===== config.mk =====
export PLATFORM = sky130hd
export DESIGN_NAME = instr_fetch_unit
export DESIGN_NICKNAME = d
export VERILOG_FILES = /design/src/rtl/cpu_pkg.sv /design/src/rtl/pc_next_calc.sv /design/src/rtl/instr_fetch_unit.sv
export SDC_FILE = /design/constraint.sdc
export NUM_CORES = 1
export LEC_CHECK = 0
export ABC_AREA = 1
export CORE_ASPECT_RATIO = 0.8
export CORE_MARGIN = 8
export CORE_UTILIZATION = 40
export CTS_BUF_LIST = sky130_fd_sc_hd__clkbuf_8 sky130_fd_sc_hd__clkbuf_16
export DETAILED_ROUTE_END_ITERATION = 10
export DONT_BUFFER_PORTS = 1
export GPL_ROUTABILITY_DRIVEN = 0
export PLACE_DENSITY = 0.65
export RECOVER_POWER = 25
export SKIP_CTS_REPAIR_TIMING = 1
export SLEW_MARGIN = 0
export SYNTH_ARGS = -nofsm -noshare
export SYNTH_HDL_FRONTEND = slang
export SYNTH_SLANG_ARGS = --single-unit

===== constraint.sdc =====
create_clock -name clk_i -period 3.1 [get_ports clk_i]
set_clock_uncertainty 0.2 [all_clocks]
set_input_delay 0.93 -clock clk_i [delete_from_list [all_inputs] [get_ports clk_i]]
set_output_delay 0.93 -clock clk_i [all_outputs]
set_load 0.05 [all_outputs]

===== src/rtl/cpu_pkg.sv =====
// Shared CPU definitions: fetch FSM encoding, PC step and opcode constants
// used by both the fetch unit and the instruction decoder.
package cpu_pkg;

    // Fetch FSM encoding (kept as plain constants for legacy tools)
    localparam logic [1:0] ST_IDLE  = 2'd0;
    localparam logic [1:0] ST_REQ   = 2'd1;
    localparam logic [1:0] ST_VALID = 2'd2;

    localparam int unsigned PC_INC = 4;

    localparam logic [5:0] OP_RTYPE = 6'h00;
    localparam logic [5:0] OP_ADDI  = 6'h08;
    localparam logic [5:0] OP_SLTI  = 6'h0A;
    localparam logic [5:0] OP_BEQ   = 6'h04;
    localparam logic [5:0] OP_LW    = 6'h23;
    localparam logic [5:0] OP_SW    = 6'h2B;

    // Opcode field of a 32-bit instruction word
    function automatic logic [5:0] opcode_of(input logic [31:0] instr);
        return instr[31:26];
    endfunction

endpackage


===== src/rtl/pc_next_calc.sv =====
// Next-PC adder: sequential PC+4, or PC+4 plus the word-scaled signed
// beq offset when the branch is taken. Wraps modulo 2^ADDR_W.
module pc_next_calc
    import cpu_pkg::*;
#(
    parameter int ADDR_W = 32
) (
    input  logic [ADDR_W-1:0] pc_i,
    input  logic              branch_taken_i,
    input  logic [15:0]       branch_off_i,
    output logic [ADDR_W-1:0] next_pc_o
);

    logic [ADDR_W-1:0] pc_plus4;
    logic [ADDR_W-1:0] off_ext;
    logic [ADDR_W-1:0] br_ofs;

    // Sign-extend the 16-bit immediate, scale to bytes, select target
    always_comb begin
        pc_plus4  = pc_i + ADDR_W'(PC_INC);
        off_ext   = {{(ADDR_W-16){branch_off_i[15]}}, branch_off_i};
        br_ofs    = off_ext << 2;
        next_pc_o = branch_taken_i ? (pc_plus4 + br_ofs) : pc_plus4;
    end

endmodule


===== src/rtl/instr_fetch_unit.sv =====
// Instruction fetch stage: holds the PC, reads instruction memory over a
// req/ack handshake and hands the word to the decoder via valid/ready.
//
// state    | meaning
// ---------+----------------------------------------------------------
// ST_IDLE  | one bubble after reset release, outputs quiet
// ST_REQ   | request pending at pc_q, waiting for imem_ack_i
// ST_VALID | instr_q holds a fetched word, waiting for instr_ready_i
module instr_fetch_unit
    import cpu_pkg::*;
#(
    parameter int              ADDR_W   = 32,
    parameter int              DATA_W   = 32,
    parameter logic [ADDR_W-1:0] RESET_PC = '0
) (
    input  logic              clk_i,
    input  logic              rst_i,
    output logic              imem_req_o,
    output logic [ADDR_W-1:0] imem_addr_o,
    input  logic              imem_ack_i,
    input  logic [DATA_W-1:0] imem_data_i,
    output logic              instr_valid_o,
    input  logic              instr_ready_i,
    output logic [DATA_W-1:0] instr_o,
    output logic [5:0]        op_o,
    output logic [ADDR_W-1:0] pc_o,
    input  logic              branch_taken_i,
    input  logic [15:0]       branch_off_i
);

    logic [1:0]        state_q, state_d;
    logic [ADDR_W-1:0] pc_q, pc_d;
    logic [DATA_W-1:0] instr_q, instr_d;
    logic [ADDR_W-1:0] next_pc;

    pc_next_calc #(
        .ADDR_W (ADDR_W)
    ) u_pc_next_calc (
        .pc_i           (pc_q),
        .branch_taken_i (branch_taken_i),
        .branch_off_i   (branch_off_i),
        .next_pc_o      (next_pc)
    );

    // Next-state logic; ack is only honoured in REQ, branch inputs only on accept
    always_comb begin
        state_d = state_q;
        pc_d    = pc_q;
        instr_d = instr_q;
        case (state_q)
            ST_IDLE: begin
                state_d = ST_REQ;
            end
            ST_REQ: begin
                if (imem_ack_i) begin
                    instr_d = imem_data_i;
                    state_d = ST_VALID;
                end
            end
            ST_VALID: begin
                if (instr_ready_i) begin
                    pc_d    = next_pc;
                    state_d = ST_REQ;
                end
            end
            default: begin
                state_d = ST_IDLE;
            end
        endcase
    end

    // State, PC and instruction registers
    always_ff @(posedge clk_i or negedge rst_i) begin
        if (!rst_i) begin
            state_q <= ST_IDLE;
            pc_q    <= RESET_PC;
            instr_q <= '0;
        end else begin
            state_q <= state_d;
            pc_q    <= pc_d;
            instr_q <= instr_d;
        end
    end

    // Outputs decode straight from registers so reset silences them at once
    always_comb begin
        imem_req_o    = (state_q == ST_REQ);
        imem_addr_o   = pc_q;
        instr_valid_o = (state_q == ST_VALID);
        instr_o       = instr_q;
        op_o          = opcode_of(instr_q[31:0]);
        pc_o          = pc_q;
    end

endmodule


==> reports/results.ini <==
[status]
outcome = finished with violations
violations = setup timing

[global_route]
grt_usage = 0.188
grt_overflow = 0
grt_max_degree = 65
grt_pass1_wl_mm = 28.3
antenna_found_initial = 0
grt_pass1_vias = 5361

[pwr]
p_sw_mw = 5.64
power_frac_seq = 0.256
p_sw_frac = 0.577
power_density_mw_per_mm2 = 1260
irDropWorstVdd_v = 0.00102
p_int_mw = 4.13
combPwrFrac = 0.634
clock_power_share = 0.111
leakage_nw = 3.85
total_power_mw = 9.78

[clocking]
insertion_delay_ns = 0.33
cts_buffer_depth = 2
cts_root_buffer = clkbuf_16
cts.clk_slew.worst_paths_ns = 0.06
cts_tree = yes
clock_sinks = 64
htreeDepth = 3
cts-buffers-inserted = 9

[layout]
final_layout_size_suffix_gt1_frac = 0.358
fillers = 1330
final_util = 0.544
diodes = 0
finalNetCount = 1017
area_growth_pct = 32.7

[drt]
drc = 0
wl_per_cell_um = 17.3
topRoutingLayerUsed = met4
first_iter_violations = 551
met3WireLength_mm = 1.70
m1WireLength_mm = 8.36
first_pass_iters = 7
met2_wirelength_mm = 9.00
viasPerCell = 5.22
vias = 5823
wirelength_mm = 19.3
postRouteAntennaNets = 0

[timing]
grt_setup_unrepaired = yes
tns_ns = -0.212
holdWs_ns = 0.0966
min_period_over_period = 1.02
tightest_slew_ns = 0.911
fin_crit_ns = 3.17
maxSlewViolCount = 0
worst_slack_ns = -0.0659
slew_headroom = 0.393
max_freq_ghz = 0.316
hold_viol = 0
setup_violations = 7

[worst_setup_path]
setup.worst_path.class = reg2reg
startpoint = imem_addr_o[2]$_DFFE_PN0P_
r2r-start = imem_addr_o[2]$_DFFE_PN0P_
path_cells = ha_4 -> nand3_4 -> nor3_4 -> and2_4 -> nand3_4 -> xor2_2 -> inv_2 -> ha_4 -> nand2_2 -> inv_2 -> nand2_2 -> nor3_2 -> nand2_1 -> nand4_1 -> nand3_2 -> nand2_2 -> nand2_1
cp_slowest_stage_delay_ns = 0.46
cp_slowest_cell = dfrtp_2
crit_required_ns = 3.12
path_common_cell = nand2_2
critPathMaxFanout = 6
startpoint_type = flip-flop
cp.arrival_ns = 3.19
crit_path_end_kind = flip-flop

[floorplanning]
core_mm2 = 0.0143
ios = 157
fp.dieArea_mm2 = 0.0188
initial_core_util = 0.410
fp.dieH_um = 124
fp.dieW_um = 151
num_rows = 39

[synthesis]
ys_warn_count = 0
synth_most_common_cell = nand2_1
ys_seq_elements = 64
synth_common_cells = 244 x nand2_1, 107 x inv_1, 71 x nor2_1, 64 x dfrtp_1, 54 x nand3_1
syn-mean-instance-area_um2 = 6.93
yosysTopAreaCell = dfrtp_1
synthArstFlopShare = 1.00
ys_top_cells_by_area = dfrtp_1 27%, nand2_1 16%, ha_1 7.9%, inv_1 6.9%, mux2_2 6.1%
synth_edf_count = 0
postSynth.topFlopCell = dfrtp_1
synth.cell_area_mm2 = 0.00586
synth.distinct_cells = 39
ys_seq_area_frac = 0.273
synth.top_cell.area_share = 0.273
netlist_instances = 845

[placed_design]
hpwlAfterDp_mm = 14.5
io_buffers = 0
dp_slack_ns = -0.179

[hold_path]
hold_path.class = in2async

[flow_run]
drv_cap = 0

critical path, delay by kind of cell (launching register included):
family,cells,cell delay [ns]
buffers and inverters,2,0.16
AND/OR/NAND/NOR,12,1.55
XOR/XNOR,1,0.20
adder cells (fa/ha/maj),2,0.48
flip-flops,1,0.46
final cells by class:
class | count | area [um2] | area share
multi-input cells | 621 | 4280 | 0.550
repair buffers | 122 | 936 | 0.120
flip-flops and latches | 64 | 1610 | 0.207
clock inverters | 7 | 95.1 | 0.0122
well taps | 184 | 230 | 0.0296
clock buffers | 9 | 225 | 0.0290
inverters | 108 | 405 | 0.0521
stage by stage:
stage | std cells | area (um2)
after global placement | 1082 | 6550
after detailed placement | 1082 | 6550
final | 1115 | 7780
after CTS | 1098 | 6870
after floorplan | 848 | 5880
after global routing | 1115 | 7780
logic make-up (layout without fill, tap and decap cells):
logic type,Yosys count,after routing,synth area share
AND/OR/NAND/NOR,414,414,0.307
multiplexers,32,32,0.0615
other,1,4,0.000640
buffers and inverters,163,246,0.131
AO/OA/AOI/OAI,99,99,0.0929
XOR/XNOR,34,34,0.0508
flip-flops,64,64,0.273
adder cells (fa/ha/maj),38,38,0.0824
flip-flops by register name (all words and copies together), names as in the netlist:
name,count
imem_addr_o,30
instr_o,32
state_q,2
cells in the final DEF (no fill, tap or decap), types with 6 or more instances in the layout:
cell	n
nand3_2	13
clkbuf_16	9
ha_1	19
a21oi_1	34
xnor2_1	6
o21ai_0	13
nand2_2	27
nor2_4	11
o21ai_1	15
xor2_2	12
inv_2	11
nand3_1	40
nor2_1	45
inv_1	97
xor2_1	13
nor3_2	7
a21oi_2	15
buf_4	119
mux2_2	32
nand4_1	12
dfrtp_1	59
nor2_2	20
nand2_1	218
ha_4	17
final timing paths:
| check | slack, ns | end | depth (start not counted) |
|---|---|---|---|
| max in group asynchronous | 2.50 | instr_o[6]$_DFFE_PN0P_ | 0 |
| min reg2reg | 0.26 | state_q[0]$_DFFE_PN0P_ | 1 |
| max | -0.07 | imem_addr_o[25]$_DFFE_PN0P_ | 17 |
| min in group clk_i | 0.26 | state_q[0]$_DFFE_PN0P_ | 1 |
| max reg2reg | -0.07 | imem_addr_o[25]$_DFFE_PN0P_ | 17 |
| min | 0.1 | imem_addr_o[14]$_DFFE_PN0P_ | 0 |
metal layers:
layer,track usage,up-vias
met5,0,-
met4,0.0273,0
met3,0.0516,28
met2,0.289,259
met1,0.261,2707
li1,-,2829
power by group through the flow:
stage                     Sequential [mW]  Combinational, mW  Clock [mW]
after floorplan                      3.00               3.56           0
after global placement               2.48               5.34           0
after detailed placement             2.49               5.36           0
after CTS                            2.48               5.39        1.10
after global routing                 2.55               6.69        1.14
final                                2.50               6.20        1.08
No activity file was read; power rests on OpenSTA's default activity.
